[config.mk]
export PLATFORM = sky130hd
export DESIGN_NAME = pla_seq_eval
export DESIGN_NICKNAME = d
export VERILOG_FILES = /design/src/rtl/pla_seq_eval.sv
export SDC_FILE = /design/constraint.sdc
export NUM_CORES = 1
export LEC_CHECK = 0
export CORE_MARGIN = 5
export CORE_UTILIZATION = 50
export DETAILED_ROUTE_END_ITERATION = 8
export GPL_TIMING_DRIVEN = 0
export PLACE_DENSITY = 0.67
export SLEW_MARGIN = 20
export SYNTH_ARGS = -nofsm -noshare
export SYNTH_HDL_FRONTEND = slang
export SYNTH_SLANG_ARGS = --single-unit
[constraint.sdc]
create_clock -name clk -period 3.1 [get_ports clk]
set_input_delay 0.31 -clock clk [delete_from_list [all_inputs] [get_ports clk]]
set_output_delay 0.31 -clock clk [all_outputs]
set_load 0.005 [all_outputs]
[src/rtl/pla_seq_eval.sv]
// -----------------------------------------------------------------------------
// pla_seq_eval
// Programmable logic array evaluator. It has one product-term (cube) slot per
// table entry and evaluates one cube per clock. A cube matches an input vector
// v when ((v ^ val) & mask) == 0. The result y is the OR of the output bits of
// every matching cube.
//
// Ports
//   clk, rst            clock; asynchronous active-high reset
//   cfg_we/addr/mask/   cube-table write port. A write is accepted only while
//   val/out             cfg_ready is high. cfg_out == 0 disables the slot.
//   cfg_ready           high in IDLE
//   in_valid/in_ready/x input vector handshake
//   out_valid/out_ready result handshake
//   y                   result. It is held at 0 while out_valid is low.
//
// Build option
//   PLA_EARLY_EXIT_EN   When this is defined, EVAL moves to DONE on the cycle
//                       after the accumulator becomes all-ones, so the later
//                       cubes are not visited. The result y is unchanged;
//                       only the latency is shorter.
// -----------------------------------------------------------------------------
module pla_seq_eval #(
  parameter int NIN   = 9,
  parameter int NOUT  = 1,
  parameter int NCUBE = 8,
  localparam int AW   = (NCUBE > 1) ? $clog2(NCUBE) : 1
) (
  input  logic            clk,
  input  logic            rst,
  input  logic            cfg_we,
  input  logic [AW-1:0]   cfg_addr,
  input  logic [NIN-1:0]  cfg_mask,
  input  logic [NIN-1:0]  cfg_val,
  input  logic [NOUT-1:0] cfg_out,
  output logic            cfg_ready,
  input  logic            in_valid,
  output logic            in_ready,
  input  logic [NIN-1:0]  x,
  output logic            out_valid,
  input  logic            out_ready,
  output logic [NOUT-1:0] y
);

  typedef enum logic [1:0] {IDLE, EVAL, DONE} state_t;

  state_t          r_state;
  state_t          w_state_next;

  logic [NIN-1:0]  r_x;
  logic [NOUT-1:0] r_acc;
  logic [AW-1:0]   r_idx;

  logic [NIN-1:0]  r_mask [NCUBE];
  logic [NIN-1:0]  r_val  [NCUBE];
  logic [NOUT-1:0] r_out  [NCUBE];

  logic            w_cfg_wr;
  logic            w_hit;
  logic [NOUT-1:0] w_term;
  logic            w_last;
  logic            w_exit;

  // The table is written only in IDLE, and an address outside the table is
  // dropped. A write on the same edge that accepts a vector lands before the
  // first cube is read on the next cycle.
  assign w_cfg_wr = cfg_we && (r_state == IDLE) && (32'(cfg_addr) < NCUBE);

  assign w_hit  = (((r_x ^ r_val[r_idx]) & r_mask[r_idx]) == '0);
  assign w_term = w_hit ? r_out[r_idx] : '0;
  assign w_last = (r_idx == AW'(NCUBE - 1));

`ifdef PLA_EARLY_EXIT_EN
  // Once every output bit is set, no further cube can change the result.
  assign w_exit = w_last || (&r_acc);
`else
  assign w_exit = w_last;
`endif

  // FSM state register
  always_ff @(posedge clk or posedge rst) begin
    if (rst) r_state <= IDLE;
    else     r_state <= w_state_next;
  end

  // FSM next-state logic and handshake outputs
  always_comb begin
    w_state_next = r_state;
    in_ready     = 1'b0;
    cfg_ready    = 1'b0;
    out_valid    = 1'b0;
    y            = '0;
    case (r_state)
      IDLE: begin
        in_ready  = 1'b1;
        cfg_ready = 1'b1;
        if (in_valid) w_state_next = EVAL;
      end
      EVAL: begin
        if (w_exit) w_state_next = DONE;
      end
      DONE: begin
        out_valid = 1'b1;
        y         = r_acc;
        if (out_ready) w_state_next = IDLE;
      end
      default: w_state_next = IDLE;
    endcase
  end

  // Evaluation datapath. x is captured at acceptance, so later changes on
  // the x input do not affect the result.
  always_ff @(posedge clk or posedge rst) begin
    if (rst) begin
      r_x   <= '0;
      r_acc <= '0;
      r_idx <= '0;
    end else begin
      case (r_state)
        IDLE: if (in_valid) begin
          r_x   <= x;
          r_acc <= '0;
          r_idx <= '0;
        end
        EVAL: begin
          r_acc <= r_acc | w_term;
          r_idx <= w_last ? '0 : r_idx + 1'b1;
        end
        default: ;
      endcase
    end
  end

  // The cube output bits are reset, which disables every slot. The mask and
  // value arrays are not reset.
  generate
    for (genvar gi = 0; gi < NCUBE; gi++) begin : g_out
      always_ff @(posedge clk or posedge rst) begin
        if (rst)                                        r_out[gi] <= '0;
        else if (w_cfg_wr && (cfg_addr == AW'(gi)))     r_out[gi] <= cfg_out;
      end
    end
  endgenerate

  always_ff @(posedge clk) begin
    if (w_cfg_wr) begin
      r_mask[cfg_addr] <= cfg_mask;
      r_val[cfg_addr]  <= cfg_val;
    end
  end

endmodule

Word level (Yosys, flattened, before mapping)
Memory sizes are Yosys's and may differ from the RTL's.
Index checks and enable logic that the tools add are counted.
{"block": "word_totals", "wordCells": 67, "mem_count": 2, "ff_bits": 23, "output_inout_bits": 4, "ram_bits": 144}
{"block": "op_classes", "n_eq_ne": 13, "magnitude_cmp": 1, "mux": 18, "n_bitwise": 4, "addsub": 1, "reduce_logical": 16}
{"memory": "r_mask", "depth": 8, "width": 9, "read_ports": 1, "rd_ports_with_merged_regs": 0, "write_ports": 1, "line_no": "54", "rtl": "logic [NIN-1:0] r_mask [NCUBE];"}
{"memory": "r_val", "depth": 8, "width": 9, "read_ports": 1, "rd_ports_with_merged_regs": 0, "write_ports": 1, "line_no": "55", "rtl": "logic [NIN-1:0] r_val [NCUBE];"}
{"cell": "$eq 3x3->1 const B", "count": 5}
{"cell": "$and 9x9->9", "count": 1}
{"cell": "$logic_and 1x1->1", "count": 9}
{"cell": "$logic_not 9->1", "count": 1}
{"cell": "$mux 1", "count": 9}
{"cell": "$xor 9x9->9", "count": 1}
{"cell": "$eq 3x2->1 const B", "count": 2}
{"cell": "$mux 2", "count": 3}
{"cell": "$mux 3", "count": 2}
{"cell": "$ne 2x2->1 const B", "count": 3}
{"cell": "$pmux 2 s3", "count": 1}
{"cell": "$pmux 3 s2", "count": 1}
{"cell": "$ge 4x4->1 const B", "count": 1}
{"cell": "$not 3->4", "count": 1}
{"cell": "$reduce_and 2->1", "count": 2}
{"cell": "$add 3x1->3 const B", "count": 1}
{"cell": "$bmux 1 s3", "count": 1}
{"cell": "$eq 3x1->1 const B", "count": 1}
{"cell": "$logic_not 3->1", "count": 1}
{"cell": "$reduce_and 3->1", "count": 1}
{"cell": "$eq 2x1->1 const B", "count": 1}
{"cell": "$eq 2x2->1 const B", "count": 1}
{"cell": "$logic_not 2->1", "count": 1}
{"cell": "$pmux 1 s2", "count": 1}
{"cell": "2 further kinds", "count": 2}

Depth between registers and ports, before layout
{"block": "depth", "word_depth": 7, "depth_mapped": 9, "depth_no_buf": 6}

Worst setup path before layout
No wires, ideal clock.
{"block": "synth_timing", "path_kind": "reg-to-reg", "startpoint": "register r_state[0]", "endpoint": "register r_out[3] (netlist bit)", "arrival_time_ns": 2.632, "setup_slack_ns": 0.343, "stages_incl_launch_ff": 5, "required_ns": 2.975, "cell_sequence": "dfrtp_1 nor2_1 nand3_1 nor3_1 mux2_2"}
{"block": "synth_between", "elab_chain_cells": 3}
{"element": "from (decl)", "line_no": "47", "rtl": "state_t r_state;"}
{"element": "from (signal assigned)", "line_no": "83", "rtl": "else r_state <= w_state_next;"}
{"element": "$logic_not 2->1", "line_no": "67", "rtl": "assign w_cfg_wr = cfg_we && (r_state == IDLE) && (32'(cfg_addr) < NCUBE);"}
{"element": "$logic_and 1x1->1", "line_no": "67"}
{"element": "$logic_and 1x1->1", "line_no": "140", "rtl": "else if (w_cfg_wr && (cfg_addr == AW'(gi))) r_out[gi] <= cfg_out;"}
{"element": "to (signal, indexed assignment)", "line_no": "140"}
{"element": "to (decl)", "line_no": "56", "rtl": "logic [NOUT-1:0] r_out [NCUBE];"}
No other way between the ends.
A chain may end at the register's enable or synchronous reset.

Worst setup path in the final report
{"block": "layout_timing", "startpoint": "register r_state[1]", "endpoint": "memory r_mask[0][6] (enable)"}
{"block": "layout_between", "elab_chain_cells": 4}
{"element": "$logic_not 2->1", "line_no": "67"}
{"element": "$logic_and 1x1->1", "line_no": "67"}
{"element": "$mux 1", "line_no": "146", "rtl": "if (w_cfg_wr) begin"}
{"element": "$mux 1 (not written as such)", "line_no": "147", "rtl": "r_mask[cfg_addr] <= cfg_mask;"}
{"element": "to (decl)", "line_no": "54"}
No other way between the ends.

==> qor.csv <==
metric,value,unit
status,completed,
skew,4.73,ps
reg2reg_slack,690,ps
synth_ff_type,edfxtp_1,
initial_utilization,51.3,%
dp_hpwl,9910,µm
drtAntennaViolNets,0,
synth_edf_count,144,
grt_first_pass_wirelength,23100,µm
finalMaxSlewViolations,0,
setup_viol,0,
irDropWorstVdd,0.000415,V
synthDistinctLibCells,55,
postCtsSetupRepairBufs,0,
dpl_worst_slack,672,ps
wire_per_inst,21.9,µm
finalCritPeriodShare,77.6,%
drv_cap,0,
first_pass_iters,5,
n_antenna_cell,0,
clockRootBuffer,clkbuf_16,
overflow,0,
synthTopCellsByCount,"144 x edfxtp_1, 40 x nand2_1, 26 x xor2_1",
die-area,16100,µm²
slew_headroom,45.9,%
yosysMostFrequentCell,edfxtp_1,
synth_top_cell_area_share,63.2,%
fin_crit,2410,ps
fmax,416,MHz
vias,3949,
h-tree-depth,4,
rr_endpoint,r_mask[0][6]$_DFFE_PP_,
cts_tree,built,
route.met2.wl,7040,µm
p_per_area,808,nW/µm²
top_layer,met4,
syn_area_per_cell,15.8,µm²
worstMarginPinSlew,811,ps
nNetsFinal,535,
cts_resized,0,
ys_seq_area_share,71.6,%
gp_congestion,0.777,
m1WireLength,6570,µm
synth_area,6840,µm²
cts_hold_buffers,0,
hold_viol,0,
r2r_start,r_state[1]$_DFFE_PP0P_,
yosysWarnings,0,
synth_top_family_by_area,simple AND/OR/NAND/NOR gates,
arrival,2540,ps
insertion_delay,420,ps
drive_gt1_share,15.9,%
start_kind,flop,
fill_cells,1018,
synth_fa_ha_area_share,0.366,%
drt_iter0_markers,364,
netlist_instances,433,
worstPathRequired,3230,ps
cts_buffers,17,
core_area,13300,µm²
wl_met3,1030,µm
synth_compound_area_share,6.73,%
final_core_util,61.0,%
synth_xor_area_share,3.71,%
area_growth,19.1,%
synth_area_leader_cell,edfxtp_1,
worstRegToRegCells,5,
synth-seq-cells,167,
endpoint_kind,flop,
synth_area_leaders,"edfxtp_1 63%, dfrtp_1 8.4%, xor2_1 3.3%, mux2i_1 2.8%, nand2_1 2.2%",
clkTransAtPathRegs,60,ps
yosys.area_share.simple,7.48,%
grt.total_usage,19.7,%
syn_nets,471,
drt-total-wl,15000,µm
layout_setup_ws,694,ps
clock_sinks,167,
synthMuxAreaShare,7.11,%
fp.dieH,127,µm
cts_max_path_buffers,2,
viasPerCell,5.76,
grt_pass1_vias,3949,
io_buffers,39,
fp.dieW,127,µm
hold_path.class,in -> async,
critPathKind,reg -> reg,
async_flop_share,13.8,%
drc_errors,0,
grt_max_degree,24,
row_count,42,
rsz0062_at_grt,false,
io_pins,40,
cp_max_fo,7,
antenna_found_initial,0,
p_leak,2.89,nW
-- cells by family after synthesis --
logic type	after synthesis
XOR/XNOR	29
buffers and inverters	36
multiplexers	38
AND/OR/NAND/NOR	106
flip-flops	167
AO/OA/AOI/OAI	55
adder cells (fa/ha/maj)	2
-- report_power, final --
part / internal (mW) / leakage [nW] / switching [mW]
logic: 0.788 / 1.02 / 1.04
registers: 2.61 / 1.59 / 0.104
clock network: 1.24 / 0.283 / 0.802
total: 4.64 / 2.89 / 1.94
-- critical path, cell delays in order (launching register included) --
cell	delay, ps
dfrtp_1	420
nor2_1	310
nand3b_1	290
nor3_2	680
buf_6	240
buf_6	160
-- layout by cell type, fill, tap and decap left out, drive strengths merged, types with 3 or more instances in the layout --
master,synthesis,final
mux4,7,7
a221oi,4,4
clkinv,0,5
a22o,3,3
mux2i,19,19
clkdlybuf4s50,0,39
edfxtp,144,144
mux2,12,12
nor3,3,3
o21ai,3,3
nand2b,4,4
and3,7,7
o311ai,8,8
xor2,26,26
a311o,5,5
clkbuf,3,26
a32o,6,6
inv,15,15
nor2,17,17
dfrtp,23,23
xnor2,3,3
a31oi,4,4
nand2,40,40
nand3,18,18
buf,18,24
o22ai,3,3
nand3b,9,9
-- routing by layer --
| metal | GRT usage, % | up-vias |
|---|---|---|
| met3 | 6.22 | 30 |
| li1 | - | 1789 |
| met5 | 0 | - |
| met2 | 30.4 | 159 |
| met4 | 6.31 | 0 |
| met1 | 26.9 | 1971 |
-- metrics by stage --
stage	std cells	hold WS, ps	setup TNS [ps]	power [mW]	instance area [µm²]
3_3_place_gp	648	484	-34000	4.54	7450
4_1_cts	686	402	0	6.61	8150
2_1_floorplan	433	312	0	3.99	6840
5_1_grt	686	302	0	6.89	8150
3_5_place_dp	654	495	0	4.58	7570
6_report	686	277	0	6.58	8150
-- registers in the layout (all words and copies together) (netlist names) --
signal	count
r_mask	72
r_val	72
r_x	9
r_out	8
r_idx	3
r_state	2
r_acc	1
-- area by class of cell --
cell class	count	area, µm²	share of cell area, %
timing repair buffer	45	462	5.67
inverter	15	56.3	0.691
clock buffer	23	478	5.87
buffer	21	148	1.81
multi-input combinational	230	1780	21.9
sequential	167	4900	60.1
tap	176	220	2.70
clock inverter	9	100	1.23
-- worst max path at each step --
stage	startpoint	endpoint	cells after the start
3_3_place_gp	cfg_we	r_out[3]$_DFFE_PP0P_	4
3_5_place_dp	cfg_addr[2]	r_val[0][5]$_DFFE_PP_	5
6_report	r_state[1]$_DFFE_PP0P_	r_mask[0][6]$_DFFE_PP_	5
4_1_cts	r_state[0]$_DFFE_PP0P_	r_mask[0][4]$_DFFE_PP_	5
2_1_floorplan	r_state[0]$_DFFE_PP0P_	r_out[3]$_DFFE_PP0P_	4
5_1_grt	r_state[1]$_DFFE_PP0P_	r_mask[0][6]$_DFFE_PP_	5
Note: power is estimated with default switching activity, not from simulation.
